### config.mk
export PLATFORM = sky130hd
export DESIGN_NAME = gif_frame_sequencer_flat
export DESIGN_NICKNAME = d
export VERILOG_FILES = /design/src/rtl/gif_frame_sequencer_if.sv /design/src/rtl/gif_frame_sequencer.sv /design/src/flat_wrapper.sv
export SDC_FILE = /design/constraint.sdc
export NUM_CORES = 1
export LEC_CHECK = 0
export BUFFER_PORTS_ARGS = -buffer_cell sky130_fd_sc_hd__buf_2
export CAP_MARGIN = 20
export CORE_AREA = 3 3 76 78
export DETAILED_ROUTE_END_ITERATION = 7
export DIE_AREA = 0 0 79 81
export PLACE_DENSITY = 0.73
export SLEW_MARGIN = 20
export SYNTH_ARGS = -nofsm -noshare
export SYNTH_HDL_FRONTEND = slang
export SYNTH_SLANG_ARGS = --single-unit
### constraint.sdc
create_clock -name CLOCK_50 -period 3.6 [get_ports CLOCK_50]
set_input_delay 0.54 -clock CLOCK_50 [delete_from_list [all_inputs] [get_ports CLOCK_50]]
set_output_delay 0.54 -clock CLOCK_50 [all_outputs]
set_load 0.005 [all_outputs]
### src/rtl/gif_frame_sequencer_if.sv
// Control/status bundle between the key debouncers, the frame sequencer
// and the frame store. The sequencer attaches through the slave modport.
interface gif_frame_sequencer_if #(
    parameter int FRAMES = 8,
    parameter int FW     = 3
);
    logic              en;
    logic              next_short;
    logic              prev_short;
    logic              next_long;
    logic              prev_long;
    logic [1:0]        speed;
    logic              pingpong;
    logic [FW-1:0]     last_frame;
    logic [FW-1:0]     frame;
    logic [FRAMES-1:0] frame_en;
    logic              running;
    logic              adv;
    logic              dir;

    modport master (
        output en, next_short, prev_short, next_long, prev_long,
        output speed, pingpong, last_frame,
        input  frame, frame_en, running, adv, dir
    );

    modport slave (
        input  en, next_short, prev_short, next_long, prev_long,
        input  speed, pingpong, last_frame,
        output frame, frame_en, running, adv, dir
    );
endinterface

### src/rtl/gif_frame_sequencer.sv
// Playback controller for the 8-slot animation store: owns the current
// frame index, decodes it to one-hot frame enables, and steps it either
// from debounced key events (MANUAL) or from a prescaled timer (PLAY) in
// loop or ping-pong order.
module gif_frame_sequencer #(
    parameter int FRAMES      = 8,
    parameter int FW          = 3,
    parameter int DIV_W       = 24,
    parameter int BASE_PERIOD = 8388608
) (
    input logic                  CLOCK_50,
    input logic                  rst,
    gif_frame_sequencer_if.slave bus
);

    typedef enum logic [1:0] {IDLE, MANUAL, PLAY} state_t;

    localparam logic [DIV_W-1:0] BASE = DIV_W'(BASE_PERIOD);

    state_t           state, nxt_state;
    logic [FW-1:0]    nxt_frame;
    logic             nxt_dir;
    logic             nxt_adv;
    logic [DIV_W-1:0] presc, nxt_presc;
    logic [DIV_W-1:0] period_m1;
    logic [FW-1:0]    up_frame, dn_frame;
    logic             clamp;
    logic             go_up;

    // Frame-step helpers: rate-scaled period, neighbours, clamp and bounce direction.
    always_comb begin
        period_m1 = (BASE >> bus.speed) - DIV_W'(1);
        up_frame  = bus.frame + FW'(1);
        dn_frame  = bus.frame - FW'(1);
        clamp     = bus.last_frame < bus.frame;
        // Bounce climbs while below the top going up, or when sitting on 0
        // going down (turnaround without repeating the end frame).
        go_up     = (!bus.dir && (bus.frame < bus.last_frame)) ||
                    ( bus.dir && (bus.frame == '0));
    end

    // Next-state decode: disable, key priority, clamp, and autoplay advance.
    always_comb begin
        nxt_state = state;
        nxt_frame = bus.frame;
        nxt_dir   = bus.dir;
        nxt_presc = presc;
        nxt_adv   = 1'b0;
        if (!bus.en) begin
            nxt_state = IDLE;
            nxt_presc = '0;
            nxt_dir   = 1'b0;
        end else begin
            case (state)
                IDLE: nxt_state = MANUAL;
                MANUAL: begin
                    if (clamp) begin
                        nxt_frame = bus.last_frame;
                    end else if (bus.prev_long) begin
                        nxt_frame = '0;
                    end else if (bus.next_long) begin
                        nxt_state = PLAY;
                        nxt_presc = '0;
                        nxt_dir   = 1'b0;
                    end else if (bus.next_short) begin
                        nxt_frame = (bus.frame == bus.last_frame) ? '0 : up_frame;
                    end else if (bus.prev_short) begin
                        nxt_frame = (bus.frame == '0) ? bus.last_frame : dn_frame;
                    end
                end
                PLAY: begin
                    nxt_presc = presc + DIV_W'(1);
                    if (!bus.pingpong) nxt_dir = 1'b0;
                    if (clamp) begin
                        nxt_frame = bus.last_frame;
                        nxt_dir   = bus.pingpong && (bus.last_frame != '0);
                    end else if (bus.prev_long) begin
                        nxt_state = MANUAL;
                        nxt_frame = '0;
                        nxt_dir   = 1'b0;
                        nxt_presc = '0;
                    end else if (bus.next_long) begin
                        nxt_state = MANUAL;
                        nxt_presc = '0;
                    end else if (presc >= period_m1) begin
                        nxt_presc = '0;
                        nxt_adv   = 1'b1;
                        if (bus.last_frame == '0) begin
                            nxt_frame = '0;
                            nxt_dir   = 1'b0;
                        end else if (!bus.pingpong) begin
                            nxt_frame = (bus.frame == bus.last_frame) ? '0 : up_frame;
                        end else if (go_up) begin
                            nxt_frame = up_frame;
                            nxt_dir   = (up_frame == bus.last_frame);
                        end else begin
                            nxt_frame = dn_frame;
                            nxt_dir   = (dn_frame != '0);
                        end
                    end
                end
                default: nxt_state = IDLE;
            endcase
        end
    end

    // State and registered outputs; enables/running derive from the next state.
    always_ff @(posedge CLOCK_50 or posedge rst) begin
        if (rst) begin
            state        <= IDLE;
            presc        <= '0;
            bus.frame    <= '0;
            bus.dir      <= 1'b0;
            bus.adv      <= 1'b0;
            bus.running  <= 1'b0;
            bus.frame_en <= '0;
        end else begin
            state        <= nxt_state;
            presc        <= nxt_presc;
            bus.frame    <= nxt_frame;
            bus.dir      <= nxt_dir;
            bus.adv      <= nxt_adv;
            bus.running  <= (nxt_state == PLAY);
            bus.frame_en <= (nxt_state != IDLE) ? (FRAMES'(1) << nxt_frame) : '0;
        end
    end

endmodule
### src/flat_wrapper.sv
// flat-port wrapper written by rule: the top's interface ports become plain ports
module gif_frame_sequencer_flat 
#(
    parameter int FRAMES      = 8,
    parameter int FW          = 3,
    parameter int DIV_W       = 24,
    parameter int BASE_PERIOD = 8388608
)
  (CLOCK_50, rst, bus_en, bus_next_short, bus_prev_short, bus_next_long, bus_prev_long, bus_speed, bus_pingpong, bus_last_frame, bus_frame, bus_frame_en, bus_running, bus_adv, bus_dir);
  gif_frame_sequencer_if #(.FRAMES(FRAMES), .FW(FW)) bus_i ();
  input logic CLOCK_50;
  input logic rst;
  input wire logic [$bits(bus_i.en)-1:0] bus_en;
  input wire logic [$bits(bus_i.next_short)-1:0] bus_next_short;
  input wire logic [$bits(bus_i.prev_short)-1:0] bus_prev_short;
  input wire logic [$bits(bus_i.next_long)-1:0] bus_next_long;
  input wire logic [$bits(bus_i.prev_long)-1:0] bus_prev_long;
  input wire logic [$bits(bus_i.speed)-1:0] bus_speed;
  input wire logic [$bits(bus_i.pingpong)-1:0] bus_pingpong;
  input wire logic [$bits(bus_i.last_frame)-1:0] bus_last_frame;
  output wire logic [$bits(bus_i.frame)-1:0] bus_frame;
  output wire logic [$bits(bus_i.frame_en)-1:0] bus_frame_en;
  output wire logic [$bits(bus_i.running)-1:0] bus_running;
  output wire logic [$bits(bus_i.adv)-1:0] bus_adv;
  output wire logic [$bits(bus_i.dir)-1:0] bus_dir;
  assign bus_i.en = bus_en;
  assign bus_i.next_short = bus_next_short;
  assign bus_i.prev_short = bus_prev_short;
  assign bus_i.next_long = bus_next_long;
  assign bus_i.prev_long = bus_prev_long;
  assign bus_i.speed = bus_speed;
  assign bus_i.pingpong = bus_pingpong;
  assign bus_i.last_frame = bus_last_frame;
  assign bus_frame = bus_i.frame;
  assign bus_frame_en = bus_i.frame_en;
  assign bus_running = bus_i.running;
  assign bus_adv = bus_i.adv;
  assign bus_dir = bus_i.dir;
  gif_frame_sequencer #(.FRAMES(FRAMES), .FW(FW), .DIV_W(DIV_W), .BASE_PERIOD(BASE_PERIOD)) u_core (.CLOCK_50(CLOCK_50), .rst(rst), .bus(bus_i));
endmodule
## Word-level counts from Yosys, hierarchy flattened

Index checks and enable logic that the tools add are counted.

| word-level totals | value |
|---|---|
| logic and storage cells | 90 |
| output and inout bits | 14 |
| input port bits | 13 |
| bits in registers | 40 |

| operators by class | value |
|---|---|
| eq/ne operators | 9 |
| add/sub/neg operators | 4 |
| $lt $le $gt $ge | 3 |
| shift operators | 2 |
| reduce and logical (&&, ||, !) cells | 12 |
| multiplexer cells | 53 |

Operators by type and width:

| kind | number |
|---|---|
| 24-bit two-way mux | 8 |
| 24-bit one-hot mux with 2 select lines | 1 |
| 3-bit two-way mux | 15 |
| 24-bit by 1-bit adder with 24-bit output (second input constant) | 1 |
| 24-bit greater-or-equal comparator | 1 |
| 24-bit by 2-bit >> shifter with 24-bit output (first input constant) | 1 |
| 24-bit by 1-bit subtractor with 24-bit output (second input constant) | 1 |
| 1-bit two-way mux | 18 |
| 2-bit two-way mux | 7 |
| 3-bit != test (second input constant) | 3 |
| 8-bit two-way mux | 1 |
| 1-bit by 3-bit << shifter with 8-bit output (first input constant) | 1 |
| 3-bit equality test | 2 |
| 3-bit logical NOT | 2 |
| 3-bit < comparator | 2 |
| 2-bit one-hot mux with 3 select lines | 1 |
| 3-bit one-hot mux with 2 select lines | 1 |
| 3-bit nonzero test | 2 |
| 2-bit equality test (second input constant) | 2 |
| 4-bit AND reduction | 1 |
| 3-bit by 1-bit adder with 3-bit output (second input constant) | 1 |
| 1-bit logical AND | 3 |
| 3-bit by 1-bit != test with 1-bit output (second input constant) | 1 |
| 3-bit by 1-bit subtractor with 3-bit output (second input constant) | 1 |
| 6 further kinds | 6 |

## Depth between registers and ports, before layout

| logic depth | value |
|---|---|
| depth after elaboration | 14 |
| depth in mapped cells | 13 |
| depth with buffers taken out | 10 |

## Worst setup path after synthesis

OpenSTA, ideal clock, no wires.

| timing path | value |
|---|---|
| path kind | register to register |
| start | register u_core.bus.frame[0] |
| end | register u_core.bus.frame_en[3] |
| buffers on the path | 3 |
| stages on the path, launching flop included | 13 |
| period minus slack after synthesis | 2.707 ns |
| slack | 0.893 ns |
| library setup time | 0.080 ns |
| data required time | 3.520 ns |
| arrival time | 2.627 ns |
| path through | dfrtp_1 clkbuf_1 inv_1 ha_1 and3b_1 clkbuf_1 o21a_1 buf_2 nand2_1 a32o_1 a311o_1 nand2b_1 nor3b_2 |

| on the way | value |
|---|---|
| cells in the longest elaborated chain, start to end | 14 |
| elaborated cells on any way between the ends | 32 |
| classes of those cells | add/sub (2); order compare (2); eq/ne (1); shift (1); mux (21); reduce/logical (5) |

RTL lines:

| item | RTL line | RTL |
|---|---|---|
| from (decl) | gif_frame_sequencer_if.sv:30 | `output frame, frame_en, running, adv, dir` |
| from (signal assigned) | gif_frame_sequencer.sv:120 | `bus.frame <= nxt_frame;` |
| 3-bit < comparator or 3-bit logical NOT (tied branches) | gif_frame_sequencer.sv:38, gif_frame_sequencer.sv:39, gif_frame_sequencer.sv:68 |  |
| 1-bit logical AND (on tied branches) | gif_frame_sequencer.sv:38, gif_frame_sequencer.sv:39 |  |
| 1-bit logical OR | gif_frame_sequencer.sv:38 | `go_up = (!bus.dir && (bus.frame < bus.last_frame)) \|\|` |
| 3-bit two-way mux | gif_frame_sequencer.sv:93 | `end else if (go_up) begin` |
| 3-bit two-way mux | gif_frame_sequencer.sv:91 | `end else if (!bus.pingpong) begin` |
| 3-bit two-way mux | gif_frame_sequencer.sv:88 | `if (bus.last_frame == '0) begin` |
| 3-bit two-way mux | gif_frame_sequencer.sv:85 | `end else if (presc >= period_m1) begin` |
| 3-bit two-way mux | gif_frame_sequencer.sv:82 | `end else if (bus.next_long) begin` |
| 3-bit two-way mux | gif_frame_sequencer.sv:77 | `end else if (bus.prev_long) begin` |
| 3-bit two-way mux | gif_frame_sequencer.sv:74 | `if (clamp) begin` |
| 3-bit one-hot mux with 2 select lines (*) | gif_frame_sequencer.sv:54 | `case (state)` |
| 3-bit two-way mux (*) | gif_frame_sequencer.sv:49 | `if (!bus.en) begin` |
| via u_core.nxt_frame[2] | gif_frame_sequencer.sv:21 | `logic [FW-1:0] nxt_frame;` |
| 1-bit by 3-bit << shifter with 8-bit output (*) | gif_frame_sequencer.sv:124 | `bus.frame_en <= (nxt_state != IDLE) ? (FRAMES'(1) << nxt_frame) : '0;` |
| 8-bit two-way mux (*) | gif_frame_sequencer.sv:124 |  |
| to (signal assigned) | gif_frame_sequencer.sv:124 |  |
| to (decl) | gif_frame_sequencer_if.sv:30 |  |

Mark *: on every way through the listed nets, which the timed path passes. The rest lies on a longest branch.
A chain may end at the register's enable or synchronous reset.

## Final worst setup path

| timing path | value |
|---|---|
| start | register u_core.bus.frame[2] |
| end | register u_core.bus.frame_en[3] |

| on the way | value |
|---|---|
| cells in the longest elaborated chain, start to end | 14 |
| elaborated cells on any way between the ends | 32 |
| classes of those cells | add/sub (2); order compare (2); eq/ne (1); shift (1); mux (21); reduce/logical (5) |

RTL lines:

| item | RTL line |
|---|---|
| 3-bit < comparator or 3-bit logical NOT (tied branches) | gif_frame_sequencer.sv:38, gif_frame_sequencer.sv:39, gif_frame_sequencer.sv:68 |
| 1-bit logical AND (on tied branches) | gif_frame_sequencer.sv:38, gif_frame_sequencer.sv:39 |
| 1-bit logical OR | gif_frame_sequencer.sv:38 |
| 3-bit two-way mux | gif_frame_sequencer.sv:93 |
| 3-bit two-way mux | gif_frame_sequencer.sv:91 |
| 3-bit two-way mux | gif_frame_sequencer.sv:88 |
| 3-bit two-way mux | gif_frame_sequencer.sv:85 |
| 3-bit two-way mux | gif_frame_sequencer.sv:82 |
| 3-bit two-way mux | gif_frame_sequencer.sv:77 |
| 3-bit two-way mux | gif_frame_sequencer.sv:74 |
| 3-bit one-hot mux with 2 select lines | gif_frame_sequencer.sv:54 |
| 3-bit two-way mux (*) | gif_frame_sequencer.sv:49 |
| via u_core.nxt_frame[2] | gif_frame_sequencer.sv:21 |
| 1-bit by 3-bit << shifter with 8-bit output (*) | gif_frame_sequencer.sv:124 |
| 8-bit two-way mux (*) | gif_frame_sequencer.sv:124 |

Marked as above.

==> impl_metrics.ini <==
[run_status]
outcome = complete, no violations

[pwr]
power_frac_seq_pct = 46.8
p_comb_share_pct = 17.1
vdd_ir_drop_max_mv = 0.239
leakage_uw = 0.00144
p_switching_uw = 270
p_per_area_mw_per_mm2 = 321
switching_share_pct = 27.1
intPower_uw = 725
clockPowerShare_pct = 36.1
finalPower_uw = 995

[drt]
drtAntennaViolNets = 0
wl_um = 6170
dr.pass1.iters = 5
drc = 0
routedWlPerCell_um = 14.9
drtIter0Drc = 243
vias = 2398
avgViaCountPerCell = 5.79

[floorplanning]
rows = 26
fp.dieW_um = 79
start_util_pct = 54.6
dieArea_mm2 = 0.00640
die_h_um = 81
ios = 27
core-area_mm2 = 0.00514

[worst_setup_path]
critPathKind = flop to flop
crit_fanout = 15
max_stage_delay_ps = 660
timing.critical_path.slowest_stage_cell = dfrtp_1
crit_buf_inv = 0
crit_family = compound AO/OA/AOI/OAI gates
worstPathArrival_ps = 3190
end_kind = flop
setup.worst_path.start_class = flop
crit_chain = ha_1, nand3_1, o21a_1, nand2_1, a32o_1, a311o_1, nand2b_1, nor3b_2
crit_required_ps = 3810

[layout]
area_growth_pct = 10.3
post_route_cells_drive_above_1_share_pct = 16.0
fillers = 488
antenna_cells = 0
seqCellArea_mm2 = 0.00100
multi_input_comb_area_mm2 = 0.00167
fin_nets = 372

[sta]
final_hold_viol_count = 0
hold_ws_ps = 368
finalCriticalPeriod_ps = 2980
max_freq_mhz = 336
fin_tns_setup_ps = 0
rsz0062_at_grt = no
worst_pin_slew_ps = 495
period_share_pct = 82.7
max_slew_margin_pct = 66.6
setup_violations = 0
slew_viol_final = 0
clock_skew_ps = 11.3

[yosys]
synth_nets = 347
synth_area_mm2 = 0.00281
synth_flop_cell = dfrtp_1
synth_seq_cells = 40
synth_cells = 318
synthArstFlopShare_pct = 100
synth_edf_count = 0
yosysWarnings = 0
yosysUniqueCellTypes = 62
ys_seq_area_share_pct = 35.7
avgSynthCellArea_um2 = 8.83

[run]
max_cap_violations = 0

[cts]
cts-resized-gates = 0
ctsLongestPathBuffers = 2
path_clk_slew_ps = 80
cts-root-buf = clkbuf_8
clk_latency_ps = 280
numCtsBuffers = 5
post_cts_buffers = 0
cts_hold_buf = 0
cts_max_level = 2
cts_sinks = 40
cts_tree = done

[global_route]
grt.total_usage_pct = 19.9
grt_pass1_wl_um = 10200
first_global_vias = 2133
antenna_found_initial = 0
grt.overflow.total = 0
grt_max_degree = 41

[placement]
hpwl_um = 4470
place.gp.congestion = 0.896
port_buffers = 26

[hold_path]
hold_class = primary input to asynchronous set/reset pin
[placed cells by master, fill, tap and decap left out, drive strengths merged, types with 6 or more instances in the layout]
cell type  synthesis  layout
inv               16      16
nor3b              7       7
buf                5      32
ha                16      16
dfrtp             40      40
nor3               8       8
o31ai             11      11
nand3             16      16
o21ai             32      32
nor2              24      24
and3               6       6
a21oi             12      12
xor2               6       6
nand2             26      26
nand2b             6       6
clkbuf             9       6
and2               7       7
[power by group through the flow]
| stage | clock network, uW | registers (uW) | logic [uW] |
|---|---|---|---|
| 2_1_floorplan | 0 | 470 | 126 |
| 3_3_place_gp | 0 | 474 | 167 |
| 3_5_place_dp | 0 | 474 | 169 |
| 4_1_cts | 367 | 466 | 170 |
| 5_1_grt | 385 | 467 | 192 |
| 6_report | 359 | 466 | 170 |
[path summary, 6_finish.rpt]
path | cells past startpoint | slack [ps] | to | from
setup / recovery | 8 | 620 | u_core.bus.frame_en[3]$_DFF_PP0_ | u_core.bus.frame[2]$_DFF_PP0_
hold / removal | 3 | 370 | u_core.bus.frame_en[7]$_DFF_PP0_ | rst
setup reg to reg | 8 | 620 | u_core.bus.frame_en[3]$_DFF_PP0_ | u_core.bus.frame[2]$_DFF_PP0_
hold reg to reg | 1 | 490 | u_core.presc[11]$_DFFE_PP0P_ | u_core.presc[11]$_DFFE_PP0P_
max in group asynchronous | 3 | 2880 | u_core.presc[4]$_DFFE_PP0P_ | rst
min in group CLOCK_50 | 1 | 490 | u_core.presc[11]$_DFFE_PP0P_ | u_core.presc[11]$_DFFE_PP0P_
[kinds of logic after synthesis]
kind of cell	after synthesis	synth area share (%)
AO/OA/AOI/OAI	95	22.7
XOR/XNOR	10	3.12
adder cells (fa/ha/maj)	16	7.13
buffers and inverters	30	4.99
flip-flops	40	35.7
multiplexers	5	1.87
other	1	0.134
AND/OR/NAND/NOR	121	24.4
[final cells by class]
type | count | area share (%)
Multi-Input combinational cell | 248 | 53.8
Sequential cell | 40 | 32.3
Timing Repair Buffer | 32 | 5.66
Tap cell | 70 | 2.83
Clock buffer | 6 | 2.34
Inverter | 16 | 1.94
Clock inverter | 2 | 1.13
[Yosys cell counts, types with 2 or more instances]
master	number	area share [%]
a21o_1	3	0.80
nand2_1	26	3.5
and2_1	5	1.1
nand4_1	3	0.67
nor3_1	8	1.4
o211ai_1	4	1.1
mux2i_1	3	1.1
clkbuf_1	8	1.1
buf_4	2	0.53
o21a_1	2	0.53
or2_2	2	0.45
a21oi_1	12	2.1
and3_1	6	1.3
dfrtp_1	40	36
nor3b_1	3	0.80
a211oi_1	4	1.1
xor2_1	6	1.9
o21ai_0	31	5.5
buf_2	2	0.36
a31oi_1	4	0.89
o21bai_1	5	1.3
nand2b_1	6	1.3
a22oi_1	2	0.53
nand3b_1	2	0.53
mux2_2	2	0.80
o41ai_1	3	0.94
o31ai_1	11	2.9
a32o_1	2	0.71
nor2b_1	4	0.89
ha_1	16	7.1
and2_2	2	0.53
inv_1	15	2.0
nor2_1	24	3.2
nor3b_2	4	1.8
nand3_1	16	2.9
xnor2_1	4	1.2
[per-layer routing]
layer | GRT usage, % | vias to the layer above | share of wire (%)
li1 | - | 1214 | -
met1 | 30.3 | 1120 | 51
met2 | 30.0 | 62 | 45
met3 | 3.10 | 2 | 4.3
met4 | 3.78 | 0 | 0.41
met5 | 0 | - | 0
[worst min-delay path, stage by stage]
cell	delay, ps
buf_2	90
inv_1	40
buf_4	430
[through the flow]
| stage | instance area [um2] | setup slack [ps] | instances | utilization (%) |
|---|---|---|---|---|
| floorplan | 2810 | 893 | 318 | - |
| global placement | 2990 | 604 | 406 | 58.2 |
| detailed placement | 2990 | 587 | 406 | 58.2 |
| CTS | 3100 | 633 | 414 | 60.2 |
| global route | 3100 | 413 | 414 | 60.2 |
| finish | 3100 | 621 | 414 | 60.2 |
[sequential cells by signal, indices dropped and copies added, names as in the netlist]
| register | count |
|---|---|
| u_core.bus.frame_en | 8 |
| u_core.bus.frame | 3 |
| u_core.presc | 24 |
| u_core.bus.adv | 1 |
| u_core.bus.running | 1 |
| u_core.bus.dir | 1 |
| u_core.state | 2 |
No activity file was read; power rests on OpenSTA's default activity.
